==> src/rtl/uart_data_receive.sv <==
// uart_data_receive
//   8N1 UART receiver: one start bit, eight data bits LSB first, one stop bit.
//   A bit lasts countOfStrobe+1 clocks. The start bit is confirmed at its
//   centre, and from that point each later bit is sampled one bit period
//   after the previous one.
//
// Ports
//   clk        system clock
//   rst_n      synchronous active-low reset
//   rx         asynchronous serial line, idle high
//   data       last correctly received byte, held until the next good frame
//   data_rdy   one-clock pulse: data was just updated
//   frame_err  one-clock pulse: stop bit sampled low, frame discarded
//   busy       high while a frame is in progress (START/DATA/STOP)
//
// state | meaning
// HUNT  | wait for the line to be seen high before accepting a start bit
// IDLE  | line high, waiting for a falling edge
// START | timing to the centre of the start bit to confirm it
// DATA  | sampling the eight data bits at their centres
// STOP  | sampling the stop bit at its centre
module uart_data_receive #(
    parameter int countOfStrobe = 865
) (
    input  logic       clk,
    input  logic       rst_n,
    input  logic       rx,
    output logic [7:0] data,
    output logic       data_rdy,
    output logic       frame_err,
    output logic       busy
);

    localparam int CW   = $clog2(countOfStrobe + 1);
    localparam int HALF = countOfStrobe / 2;

    localparam logic [CW-1:0] TERM_C = CW'(countOfStrobe);
    localparam logic [CW-1:0] HALF_C = CW'(HALF);
    // HUNT needs three consecutive high samples of rx_s. The two sync flops
    // come out of reset high, so a shorter qualifier would let a line that is
    // held low through reset look idle for two clocks.
    localparam logic [CW-1:0] HUNT_C = CW'(2);

    typedef enum logic [2:0] {
        HUNT,
        IDLE,
        START,
        DATA,
        STOP
    } state_t;

    state_t        state, state_nx;
    logic [CW-1:0] cnt, cnt_nx;
    logic [3:0]    bit_idx, bit_idx_nx;
    logic [7:0]    shreg, shreg_nx;
    logic [7:0]    data_nx;
    logic          rdy_nx, err_nx;
    logic          rx_meta, rx_s;

    always_ff @(posedge clk) begin
        if (!rst_n) begin
            rx_meta   <= 1'b1;
            rx_s      <= 1'b1;
            state     <= HUNT;
            cnt       <= '0;
            bit_idx   <= '0;
            shreg     <= '0;
            data      <= '0;
            data_rdy  <= 1'b0;
            frame_err <= 1'b0;
        end else begin
            rx_meta   <= rx;
            rx_s      <= rx_meta;
            state     <= state_nx;
            cnt       <= cnt_nx;
            bit_idx   <= bit_idx_nx;
            shreg     <= shreg_nx;
            data      <= data_nx;
            data_rdy  <= rdy_nx;
            frame_err <= err_nx;
        end
    end

    always_comb begin
        state_nx   = state;
        cnt_nx     = cnt;
        bit_idx_nx = bit_idx;
        shreg_nx   = shreg;
        data_nx    = data;
        rdy_nx     = 1'b0;
        err_nx     = 1'b0;
        case (state)
            HUNT: begin
                if (!rx_s) begin
                    cnt_nx = '0;
                end else if (cnt == HUNT_C) begin
                    cnt_nx   = '0;
                    state_nx = IDLE;
                end else begin
                    cnt_nx = cnt + 1'b1;
                end
            end
            IDLE: begin
                if (!rx_s) begin
                    cnt_nx   = '0;
                    state_nx = START;
                end
            end
            START: begin
                if (cnt == HALF_C) begin
                    cnt_nx = '0;
                    if (rx_s) begin
                        state_nx = IDLE;
                    end else begin
                        bit_idx_nx = '0;
                        state_nx   = DATA;
                    end
                end else begin
                    cnt_nx = cnt + 1'b1;
                end
            end
            DATA: begin
                if (cnt == TERM_C) begin
                    cnt_nx     = '0;
                    shreg_nx   = {rx_s, shreg[7:1]};
                    bit_idx_nx = bit_idx + 1'b1;
                    if (bit_idx == 4'd7) begin
                        state_nx = STOP;
                    end
                end else begin
                    cnt_nx = cnt + 1'b1;
                end
            end
            STOP: begin
                if (cnt == TERM_C) begin
                    cnt_nx = '0;
                    if (rx_s) begin
                        data_nx  = shreg;
                        rdy_nx   = 1'b1;
                        state_nx = IDLE;
                    end else begin
                        // Line still low at the stop bit: treat as a break and
                        // insist on seeing it high again before the next frame.
                        err_nx   = 1'b1;
                        state_nx = HUNT;
                    end
                end else begin
                    cnt_nx = cnt + 1'b1;
                end
            end
            default: begin
                cnt_nx   = '0;
                state_nx = HUNT;
            end
        endcase
    end

    always_comb begin
        busy = (state == START) || (state == DATA) || (state == STOP);
    end

endmodule

==> config.mk <==
export PLATFORM = sky130hd
export DESIGN_NAME = uart_data_receive
export DESIGN_NICKNAME = d
export VERILOG_FILES = /design/src/rtl/uart_data_receive.sv
export SDC_FILE = /design/constraint.sdc
export NUM_CORES = 1
export LEC_CHECK = 0
export ABC_CLOCK_PERIOD_IN_PS = 2700
export BUFFER_PORTS_ARGS = -buffer_cell sky130_fd_sc_hd__buf_2
export CORE_MARGIN = 2
export CORE_UTILIZATION = 58
export CTS_CLUSTER_DIAMETER = 30
export DETAILED_ROUTE_END_ITERATION = 8
export GPL_TIMING_DRIVEN = 0
export PLACE_DENSITY = 0.78
export SYNTH_ARGS = -nofsm -noshare
export SYNTH_HDL_FRONTEND = slang
export SYNTH_SLANG_ARGS = --single-unit
==> constraint.sdc <==
create_clock -name clk -period 2.7 [get_ports clk]
set_clock_uncertainty 0.2 [all_clocks]
set_input_delay 0.27 -clock clk [delete_from_list [all_inputs] [get_ports clk]]
set_output_delay 0.27 -clock clk [all_outputs]
set_load 0.05 [all_outputs]
# Word level (Yosys, flattened, before mapping)
# Index checks and enable logic that the tools add are counted.
# word_totals
word_cells	59
ff_bits	37
out_inout_bits	11
inputBits	3
# classes
n_eq_ne	16
reduce_logical	10
add_sub_neg	2
n_mux	22
# ops
op	count
10-bit two-way mux	5
10-bit case mux with 4 select lines	1
3-bit two-way mux	7
2-bit != test (second input constant)	8
3-bit case mux with 5 select lines	1
4-bit two-way mux	3
10-bit by 1-bit adder with 10-bit output (second input constant)	1
10-bit equality test (second input constant)	1
10-bit by 2-bit equality test with 1-bit output (second input constant)	1
10-bit by 9-bit equality test with 1-bit output (second input constant)	1
4-bit case mux with 2 select lines	1
7-bit AND reduction	1
3-bit by 2-bit equality test with 1-bit output (second input constant)	2
3-bit AND reduction	2
4-bit by 1-bit adder with 4-bit output (second input constant)	1
4-bit by 3-bit equality test with 1-bit output (second input constant)	1
4-bit AND reduction	1
3-bit by 1-bit equality test with 1-bit output (second input constant)	1
3-bit equality test (second input constant)	1
3-bit logical NOT	1
1-bit two-way mux	3
1-bit logical OR	2
2-bit two-way mux	1
2-bit AND reduction	1
2 further kinds	2

# Longest topological paths before layout
# Gate-level depths: netlist (run 1).
# logic_depth
ltp_word	4
ltp_mapped	8
mapped_depth_nobuf	7

# Least setup slack after synthesis (run 1)
# No wires, ideal clock.
# synth_path
path_type	reg2reg
from	register cnt[1]
to	register bit_idx[2]
synth_period_minus_slack_ns	2.038
n_path_buf	1
required_ns	2.430
setup_time_ns	0.070
path_stages_with_launch	9
arrival_time_ns	1.768
setup_slack_ns	0.662
cell_sequence	dfxtp_1 -> inv_1 -> ha_1 -> and3_2 -> a31oi_1 -> or2_1 -> clkbuf_2 -> or4_1 -> a21oi_1
# synth_via
elab_chain_cells	3
elab_cells_between_ends	5
classes_between	4 x eq/ne; 1 x reduce/logical
# synth_lines
element	line_no	rtl
start: declaration	53	logic [CW-1:0] cnt, cnt_nx;
start signal: assignment	75	cnt <= cnt_nx;
10-bit equality test or 10-bit by 9-bit equality test with 1-bit output (tied branches)	123, 110	
2-bit != test (no line)	--	
4-bit AND reduction (no line) (*)	--	
end signal: assignment	76	bit_idx <= bit_idx_nx;
end: declaration	54	logic [3:0] bit_idx, bit_idx_nx;
# Every way passes the cells marked *; elsewhere a longest branch is shown, timed or not.
# A chain may end at the register's enable or synchronous reset.

# Final worst setup path (run 1)
# layout_path
from	register cnt[1]
to	register data[6]
# layout_via
elab_chain_cells	2
# layout_lines
element	line_no	rtl
10-bit equality test	135	if (cnt == TERM_C) begin
3-bit AND reduction (no line)	--	
end signal: assignment	78	data <= data_nx;
end: declaration	28	output logic [7:0] data,
# No other way between the ends.

==> summary.md, run 1 <==
| Metric | Value |
|---|---|
| Placed wire-length estimate | 2697 µm |
| Total wirelength of the detailed-routed design | 3667 µm |
| Most frequent cells in the layout | 37 x dfxtp_1, 33 x nand2_1, 19 x nor2_1 |
| Unique masters post-synth | 46 |
| Fraction of layout cells with a size suffix above 1 | 14.35% |
| Required time worst endpoint | 2730 ps |
| Warnings from Yosys | 0 |
| Remaining design rule violation count | 0 |
| Synthesis-to-finish area growth | 12.62% |
| Achievable frequency | 443.2 MHz |
| Count of TritonRoute iterations in the first routing pass | 4 |
| Final Cycle Share | 83.57% |
| Setup repair after global routing missed its margin | false |
| Worst Slack Setup Final | 443.7 ps |
| Worst-margin pin slew | 651.4 ps |
| Clock buffer count from CTS | 5 |
| Maximum vdd drop | 0.4282 mV |
| Xor-xnor portion of the synthesized cell area | 0.4909% |
| CP Data Arrival Time | 2290 ps |
| Sum of overflow across all layers after global routing | 0 |
| Run status | completed |
| Number of port buffers | 13 |
| Dominant combinational cell family by area after synthesis | simple AND/OR/NAND/NOR gates |
| Worst setup timing slack at the placement stage | 424.5 ps |
| Hold-fix buffer count after cts | 3 |
| Routed len/inst | 13.58 µm |
| H-Tree Depth | 2 |
| Root buffer cell | clkbuf_4 |
| Worst Path Class, Setup | reg -> reg |
| Overall global routing resource usage | 23.49% |
| Area of the core region | 0.002978 mm² |
| Floorplan die width | 59.47 µm |
| Asr flop ratio synth | 0% |
| Yosys reg bits | 37 |
| Hold slack final | 219.6 ps |
| CP max FO | 8 |
| Kind of launch point of the worst setup path | flop |
| Via total after detailed routing | 1593 |
| Post-route setup TNS | 0 ps |
| Placement row count | 20 |
| Maximum number of pins on one net before global-route repair | 13 |
| # setup viols final | 0 |
| DR iter-0 viols | 162 |
| Avg Inst Size Synth | 8.377 µm² |
| Max Transition Viols Final | 0 |
| Top-Level Pins | 14 |
| Clock sinks | 37 |
| Setup bufs post-CTS | 0 |
| Cell count after synthesis | 213 |
| Total of max-cap violations | 0 |
| Clk buf depth | 2 |
| Number of antenna violations at the first check in global routing | 0 |
| Via count of the first global-routing pass | 1404 |
| Area share of and/or/nand/nor cells after synthesis | 30.58% |
| Power per standard cell area | 663.8 mW/mm² |
| Die Footprint | 0.003536 mm² |
| Synth Flop Type | dfxtp_1 |
| Placed cell area | 0.001891 mm² |
| CTS tree | yes |
| Register clock-pin slew on the reported worst setup and hold paths | 110 ps |
| Y dimension of the die | 59.47 µm |
| Time the worst path needs with I/O delays and setup | 2256 ps |
| Starting density of the core | 59.92% |
| Global placement routability congestion | 0.9320 |
| Commonest non-fill, non-tap cell in the layout | dfxtp_1 |
| Relative slew slack | 56.42% |
| Cell leakage power | 0.0008512 µW |
| Synth Net Count | 221 |
| Final design instance area without fill | 0.002009 mm² |
| Via/cell ratio | 5.900 |
| Sequential fraction of the synthesis area | 41.51% |
| Clock latency of the later-clocked register in the worst-skew pair | 350 ps |
| First-pass GRT wire length | 6251 µm |
| Path class of the lowest-slack min-delay path | reg -> reg |
| Portion of netlist area occupied by mux cells | 5.049% |
| Endpoint type of the worst setup path | flop |
| Net count, final | 244 |
| Adder-Cell Fraction of Synth Area | 3.506% |
| Ant. Diodes | 0 |
| Synth Area in Compound Gates | 14.80% |
| Post-synth EDFFs | 0 |
| Post-Synthesis Cell Area | 0.001784 mm² |
| ANT nets after route | 0 |
| Total of cells resized after clock tree synthesis | 0 |
| Final Hold Fails | 0 |
sequential cells by signal (all words and copies together), names as in the netlist:
register,flops
bit_idx,4
rx_s,1
rx_meta,1
data_rdy,1
state,3
cnt,10
shreg,8
frame_err,1
data,8
power breakdown:
group	leakage [µW]	switching (µW)	internal, µW
logic	0.000508	202	117
clock network	0.0000445	190	220
registers	0.000299	31.6	573
final cells by class:
type,instances,area [µm²]
clock buffers,6,51.30
clock inverters,2,37.54
repair buffers,16,95.09
flip-flops and latches,37,740.7
inverters,7,26.28
multi-input cells,159,970.9
plain buffers,10,46.29
fillers,247,968.4
well taps,33,41.29
cells by family after synthesis:
| logic type | Yosys count |
|---|---|
| AO/OA/AOI/OAI | 43 |
| XOR/XNOR | 1 |
| adder cells (fa/ha/maj) | 5 |
| buffers and inverters | 17 |
| flip-flops | 37 |
| multiplexers | 9 |
| AND/OR/NAND/NOR | 101 |
synth_stat cells, types with 2 or more instances:
cell      count  area (µm²)
nand3_1       7       35.03
and4bb_2      2       25.02
and3_2        3       22.52
nand4_1       3       18.77
nand2b_1      4       25.02
or3_1         2       12.51
a22oi_1       3       22.52
nand3b_1      3       22.52
nand2_1      33       123.9
and2_1        2       12.51
dfxtp_1      37       740.7
o31ai_1       2       15.01
nor2_1       19       71.32
inv_1         6       22.52
ha_1          5       62.56
clkbuf_2      2       10.01
nor4_1        3       18.77
and3_1        4       25.02
mux2i_1       9       90.09
o21ai_0       7       35.03
a21oi_1      16       80.08
a31oi_1       8       50.05
clkbuf_1      6       22.52
or4_1         3       22.52
nor3_1        3       15.01
stage by stage:
step	utilization (%)	cells	power (µW)
after floorplan	-	213	851.5
after global placement	63.49	259	912.8
after detailed placement	63.49	259	929.0
after CTS	67.48	270	1332
after global routing	67.48	270	1410
final	67.48	270	1334
critical path, cell delays in order, from the launching register on:
cell	delay [ps]
dfxtp_1	430
inv_1	90
ha_1	190
and3_2	220
nand3_1	110
or3_1	120
clkbuf_1	460
mux2i_1	270
nor2_1	50
path summary, 6_finish.rpt:
kind                                           from              endpoint  slack [ps]  cells past startpoint
worst max register to register  cnt[1]$_SDFFE_PN0N_  data[6]$_SDFFE_PN0P_         440                      8
worst max-delay path            cnt[1]$_SDFFE_PN0N_  data[6]$_SDFFE_PN0P_         440                      8
worst min register to register   rx_meta$_SDFF_PN1_       rx_s$_SDFF_PN1_         220                      1
worst min-delay path             rx_meta$_SDFF_PN1_       rx_s$_SDFF_PN1_         220                      1
per-layer routing:
layer	global-route usage, %	vias up	part of all wire (%)
li1	-	805	-
met1	32.17	752	47
met2	35.79	30	48
met3	5.895	6	3.8
met4	8.117	0	1.6
met5	0	-	0
Power figures use the tool's default switching activity.
==> run 2: changes to the inputs <==
Settings changed: ABC_CLOCK_PERIOD_IN_PS 2700 to 1900, CORE_UTILIZATION 58 to 53, PLACE_DENSITY 0.78 to 0.76.
Clock period 2.7 ns to 1.9 ns, I/O delays scaled along.
==> run 2 against run 1 <==
Compared with the run above:
- the flow now finishes with violations (negative setup slack)
- flip-flop and latch count stayed put
- design area rose by 18%
- global-route usage is 0.44 points higher
- combinational power increased by 150%
- utilization up 4.5 points
- via count is 4.4% higher
- clock power grew 43%
- non-clock buffer count rose by 11
- worst setup slack lost 750 ps
- count of clock-buffer cells in the layout stayed put
- critical path depth fell by 1
- critical endpoint is now cnt[4]$_SDFFE_PN0N_
==> summary.md, run 2 (synthesis gave the netlist of run 1 again) <==
| Metric | Value |
|---|---|
| Die Footprint | 0.003846 mm² (was 0.003536 mm²) |
| Max FFs per register | 10 (unchanged) |
| Kind of launch point of the worst setup path | flop (unchanged) |
| Worst Path Class, Setup | reg -> reg (unchanged) |
| Power per standard cell area | 957.3 mW/mm² (was 663.8 mW/mm²) |
| Placed cell area | 0.001967 mm² (was 0.001891 mm²) |
| Area of the core region | 0.003284 mm² (was 0.002978 mm²) |
| Crit path depth | 7 (was 8) |
| Time the worst path needs with I/O delays and setup | 2207 ps (was 2256 ps) |
| # setup viols final | 23 (was 0) |
| Clock latency of the later-clocked register in the worst-skew pair | 350 ps (about the same) |
| Achievable frequency | 453.2 MHz (was 443.2 MHz) |
| Number of port buffers | 13 (unchanged) |
| Y dimension of the die | 62.02 µm (was 59.47 µm) |
| CP max FO | 6 (was 8) |
| Gate family responsible for the most delay along the worst path | compound AO/OA/AOI/OAI gates (was buffers and inverters) |
| Violations in the final reports | negative setup slack |
| Register clock-pin slew on the reported worst setup and hold paths | 110 ps (about the same) |
| Slowest Stage Delay on Critical Path | 480 ps (was 460 ps) |
| Register-to-Register Path Depth | 7 (was 8) |
| Worst-margin pin slew | 773.2 ps (was 651.4 ps) |
| Final design instance area without fill | 0.002364 mm² (was 0.002009 mm²) |
| Top-Level Pins | 14 (unchanged) |
| Sequence of cells on the critical path | nor4_4 > buf_4 > nand3_2 > a221o_2 > buf_6 > a22oi_2 > o31ai_1 (was inv_1 > ha_1 > and3_2 > nand3_1 > or3_1 > clkbuf_1 > mux2i_1 > nor2_1) |
| Worst Path Buf+Inv | 2 (unchanged) |
| Endpoint type of the worst setup path | flop (unchanged) |
| Cell with the largest stage delay on the worst path | a221o_2 (was clkbuf_1) |
| Floorplan die width | 62.02 µm (was 59.47 µm) |
| Global placement routability congestion | 0.9010 (was 0.9320) |
| ANT nets after route | 0 (unchanged) |
| Starting density of the core | 54.32% (was 59.92%) |
| Total of max-cap violations | 0 (unchanged) |
| Root buffer cell | clkbuf_4 (unchanged) |
| Most frequent cells in the layout | 31 x nand2_1, 28 x dfxtp_1, 17 x nor2_1 (was 37 x dfxtp_1, 33 x nand2_1, 19 x nor2_1) |
| Via total after detailed routing | 1663 (was 1593) |
| Final Hold Fails | 0 (unchanged) |
| CP Data Arrival Time | 2250 ps (was 2290 ps) |
| Remaining design rule violation count | 0 (unchanged) |
| Cell leakage power | 0.0009605 µW (was 0.0008512 µW) |
| Worst setup timing slack at the placement stage | -220.1 ps (was 424.5 ps) |
| Number of antenna violations at the first check in global routing | 0 (unchanged) |
| Synthesis-to-finish area growth | 32.47% (was 12.62%) |
| Final Cycle Share | 116.1% (was 83.57%) |
| Placed wire-length estimate | 2657 µm (was 2697 µm) |
| Path class of the lowest-slack min-delay path | in -> reg (was reg -> reg) |
| Clock sinks | 37 (unchanged) |
| Clk buf depth | 2 (unchanged) |
| Worst Hold Depth | 3 (was 1) |
| Placement row count | 21 (was 20) |
| Maximum number of pins on one net before global-route repair | 13 (unchanged) |
| Setup repair after global routing missed its margin | true (was false) |
| Sum of overflow across all layers after global routing | 0 (unchanged) |
| Count of TritonRoute iterations in the first routing pass | 6 (was 4) |
| Relative slew slack | 48.06% (was 56.42%) |
| H-Tree Depth | 2 (unchanged) |
| Clock buffer count from CTS | 5 (unchanged) |
| Ant. Diodes | 0 (unchanged) |
| Register containing the most flip-flops in the final layout | cnt (unchanged) |
| Max Transition Viols Final | 0 (unchanged) |
| Total wirelength of the detailed-routed design | 4306 µm (was 3667 µm) |
| Required time worst endpoint | 1940 ps (was 2730 ps) |
| First-pass GRT wire length | 6603 µm (was 6251 µm) |
| Final cell utilization of the core | 71.96% (was 67.48%) |
| Fraction of layout cells with a size suffix above 1 | 34.27% (was 14.35%) |
| Commonest non-fill, non-tap cell in the layout | nand2_1 (was dfxtp_1) |
| Worst Slack Setup Final | -306.6 ps (was 443.7 ps) |
| Run status | finished, violations left (was completed) |
| Regs by FF count | cnt: 10 flops, data: 8 flops, shreg: 8 flops (unchanged) |
| Routed len/inst | 14.65 µm (was 13.58 µm) |
| Net count, final | 255 (was 244) |
| DR iter-0 viols | 70 (was 162) |
| Maximum vdd drop | 0.5414 mV (was 0.4282 mV) |
| Via count of the first global-routing pass | 1490 (was 1404) |
| Via/cell ratio | 5.656 (was 5.900) |
| CTS tree | yes (unchanged) |
| Overall global routing resource usage | 23.93% (was 23.49%) |
[run 2: per-stage QoR]
stage / total power, µW / hold slack [ps] / TNS (ps) / cells
floorplan: 1255 / 63.04 / -14.74 / 213
global placement: 1360 / 171.1 / -2690 / 272
detailed placement: 1374 / 175.4 / -3086 / 272
CTS: 2158 / 29.21 / -1702 / 290
global route: 2361 / 46.83 / -5232 / 294
finish: 2263 / 38.57 / -4031 / 294
[run 2: path summary, 6_finish.rpt]
check	slack, ps	from	end
setup / recovery	-310	cnt[3]$_SDFFE_PN0N_	cnt[4]$_SDFFE_PN0N_
hold / removal	40	rst_n	cnt[3]$_SDFFE_PN0N_
setup reg to reg	-310	cnt[3]$_SDFFE_PN0N_	cnt[4]$_SDFFE_PN0N_
hold reg to reg	260	shreg[0]$_SDFFE_PN0P_	shreg[0]$_SDFFE_PN0P_
[run 2: routing by layer]
layer | track usage [%] | part of all wire (%)
met1 | 28.50 | 43
met2 | 38.69 | 51
met3 | 7.660 | 4.1
met4 | 11.85 | 2.2
met5 | 0 | 0
[run 2: cell type report]
type / count / area (µm²)
flip-flops and latches: 37 / 759.5
well taps: 46 / 57.56
clock inverters: 2 / 37.54
clock buffers: 6 / 51.30
repair buffers: 30 / 221.5
plain buffers: 7 / 61.31
inverters: 7 / 26.28
multi-input cells: 159 / 1149
fillers: 236 / 920.9
[run 2: worst reg2reg max path: cells and delay by family, from the launching register on]
family,cells,cell delay [ps]
buffers and inverters,2,360
flip-flops,1,380
AND/OR/NAND/NOR,2,450
AO/OA/AOI/OAI,3,710
[run 2: what timing repair did]
| action | 4_1_cts | 5_1_grt |
|---|---|---|
| hold endpoints to repair | 2 | 0 |
| cloned | 1 | 0 |
| pin swaps | 14 | 14 |
| resized for setup | 29 | 18 |
| setup endpoints to repair | 24 | 31 |
| setup buffers | 10 | 5 |
| hold buffers | 3 | 0 |
[run 2: report_power, final]
group          switching (µW)  total [µW]  internal [µW]
Combinational             424         797            373
Sequential               61.8         878            816
Clock                     275         588            313
==> run 3: changes to the inputs <==
Settings changed: ABC_CLOCK_PERIOD_IN_PS 1900 to 2600, CORE_UTILIZATION 53 to 60, PLACE_DENSITY 0.76 to 0.81.
Clock period 1.9 ns to 2.6 ns, I/O delays scaled along.
==> run 3 against run 2 <==
Compared with the run above:
- design area shrank 17%
- highest routed layer unchanged
- critical endpoint is now data[7]$_SDFFE_PN0P_
- global-route usage grew 2.1 points
- hold slack gained 190 ps
- combinational power shrank 58%
- first-iteration DRC count grew 50%
- the run now ends clean
- die area shrank 11%
- critical path depth grew 1
- non-clock buffer count shrank 11
- maximum frequency shrank 4.8%
- sequential power shrank 28%
- clock power shrank 49%
==> summary.md, run 3 (synthesis gave the netlist of run 1 again) <==
| Metric | Value |
|---|---|
| Run status | completed (was finished, violations left) |
| Setup bufs post-CTS | 0 (was 10) |
| Clock sinks | 37 (unchanged) |
| Combined area of the multi-input logic cells | 970.9 µm² (was 0.001149 mm²) |
| Hold-fix buffer count after cts | 3 (unchanged) |
| Max FFs per register | 10 (unchanged) |
| Most frequent cells in the layout | 37 x dfxtp_1, 33 x nand2_1, 19 x nor2_1 (was 31 x nand2_1, 28 x dfxtp_1, 17 x nor2_1) |
| DR iter-0 viols | 105 (was 70) |
| Time the worst path needs with I/O delays and setup | 2319 ps (was 2207 ps) |
| CP Data Arrival Time | 2350 ps (was 2250 ps) |
| Global placement routability congestion | 0.8932 (was 0.9010) |
| Root buffer cell | clkbuf_4 (unchanged) |
| Final Cycle Share | 89.18% (was 116.1%) |
| Clk buf depth | 2 (unchanged) |
| Synthesis-to-finish area growth | 10.59% (was 32.47%) |
| Clock buffer count from CTS | 5 (unchanged) |
| Ant. Diodes | 0 (unchanged) |
| Top-Level Pins | 14 (unchanged) |
| ANT nets after route | 0 (unchanged) |
| Net switching component of the power | 449.1 µW (was 760.9 µW) |
| Endpoint type of the worst setup path | flop (unchanged) |
| CTS tree | yes (unchanged) |
| Maximum number of pins on one net before global-route repair | 13 (unchanged) |
| Routed len/inst | 14.76 µm (was 14.65 µm) |
| Cell leakage power | 0.0008377 µW (was 0.0009605 µW) |
| Post-route setup TNS | 0 ps (was -4031 ps) |
| Starting density of the core | 64.15% (was 54.32%) |
| Worst-margin pin slew | 736.7 ps (was 773.2 ps) |
| Count of TritonRoute iterations in the first routing pass | 4 (was 6) |
| Via total after detailed routing | 1677 (was 1663) |
| Via/cell ratio | 6.257 (was 5.656) |
| Final cell utilization of the core | 70.94% (was 71.96%) |
| Pint | 817.4 µW (was 1502 µW) |
| Floorplan die width | 58.53 µm (was 62.02 µm) |
| Area of the core region | 0.002781 mm² (was 0.003284 mm²) |
| Total of max-cap violations | 0 (unchanged) |
| Maximum vdd drop | 0.5048 mV (was 0.5414 mV) |
| Path class of the lowest-slack min-delay path | reg -> reg (was in -> reg) |
| Placed wire-length estimate | 2754 µm (was 2657 µm) |
| Via count of the first global-routing pass | 1548 (was 1490) |
| Total of cells resized after clock tree synthesis | 0 (was 29) |
| Number of antenna violations at the first check in global routing | 0 (unchanged) |
| Placement row count | 19 (was 21) |
| Power per standard cell area | 641.9 mW/mm² (was 957.3 mW/mm²) |
| Part of the power in combinational logic | 26.5% (was 35.2%) |
| First-pass GRT wire length | 6837 µm (was 6603 µm) |
| Register clock-pin slew on the reported worst setup and hold paths | 110 ps (about the same) |
| FF+latch area | 740.7 µm² (was 759.5 µm²) |
| Setup repair after global routing missed its margin | false (was true) |
| Net count, final | 244 (was 255) |
| Achievable frequency | 431.3 MHz (was 453.2 MHz) |
| Regs by FF count | cnt: 10 flops, data: 8 flops, shreg: 8 flops (unchanged) |
| Y dimension of the die | 58.53 µm (was 62.02 µm) |
| Register containing the most flip-flops in the final layout | cnt (unchanged) |
| CP max FO | 8 (was 6) |
| # setup viols final | 0 (was 23) |
| Kind of launch point of the worst setup path | flop (unchanged) |
| Commonest non-fill, non-tap cell in the layout | dfxtp_1 (was nand2_1) |
| Relative slew slack | 50.70% (was 48.06%) |
| Worst Path Class, Setup | reg -> reg (unchanged) |
| Max Transition Viols Final | 0 (unchanged) |
| Hold slack final | 229.4 ps (was 38.57 ps) |
| Required time worst endpoint | 2640 ps (was 1940 ps) |
| Number of port buffers | 13 (unchanged) |
| Die Footprint | 0.003426 mm² (was 0.003846 mm²) |
| Clk pwr share | 23.7% (was 26.0%) |
| Fillers | 222 (was 236) |
| Final Hold Fails | 0 (unchanged) |
| Sequential power share | 49.8% (was 38.8%) |
| Fraction of layout cells with a size suffix above 1 | 14.35% (was 34.27%) |
| Clock latency of the later-clocked register in the worst-skew pair | 350 ps (about the same) |
| Switching share of total power | 35.46% (was 33.63%) |
| Remaining design rule violation count | 0 (unchanged) |
| Overall global routing resource usage | 26.03% (was 23.93%) |
| Total wirelength of the detailed-routed design | 3956 µm (was 4306 µm) |
| H-Tree Depth | 2 (unchanged) |
| Sum of overflow across all layers after global routing | 0 (unchanged) |
## run 3: routing by layer
| metal | share of wire [%] | global-route usage (%) | up-vias |
|---|---|---|---|
| met3 | 7.4 | 6.374 | 8 |
| met5 | 0 | 0 | - |
| met2 | 47 | 40.29 | 70 |
| met1 | 44 | 35.01 | 792 |
| li1 | - | - | 807 |
| met4 | 1.6 | 10.30 | 0 |
## run 3: final cells by class
class,count,area share (%)
plain buffers,10,2.346
clock inverters,3,0.8878
repair buffers,16,4.819
inverters,7,1.332
well taps,31,1.966
flip-flops and latches,37,37.54
multi-input cells,159,49.21
clock buffers,5,1.902
## run 3: power by group through the flow
stage,Combinational (µW),Sequential [µW],Clock (µW)
2_1_floorplan,251,633,0
3_3_place_gp,310,639,0
3_5_place_dp,321,643,0
4_1_cts,327,630,305
5_1_grt,376,636,325
6_report,336,631,300
## run 3: stage by stage
| stage | total power [µW] | cell area [µm²] | cells | setup WS (ps) |
|---|---|---|---|---|
| after floorplan | 884.2 | 1784 | 213 | 562.0 |
| after global placement | 949.0 | 1888 | 257 | 384.1 |
| after detailed placement | 964.1 | 1888 | 257 | 323.5 |
| after CTS | 1262 | 1973 | 268 | 312.8 |
| after global routing | 1338 | 1973 | 268 | 123.8 |
| final | 1267 | 1973 | 268 | 281.4 |
## run 3: worst max-delay path, stage by stage (launching register included)
cell	delay [ps]
dfxtp_1	440
inv_1	100
ha_1	190
and3_2	220
nand3_1	130
or3_1	120
clkbuf_1	470
mux2i_1	270
nor2_1	50
## run 3: final timing paths
kind	cells past startpoint	to	from	slack, ps
max	8	data[7]$_SDFFE_PN0P_	cnt[1]$_SDFFE_PN0N_	280
min	1	rx_s$_SDFF_PN1_	rx_meta$_SDFF_PN1_	230
max reg2reg	8	data[7]$_SDFFE_PN0P_	cnt[1]$_SDFFE_PN0N_	280
min reg2reg	1	rx_s$_SDFF_PN1_	rx_meta$_SDFF_PN1_	230
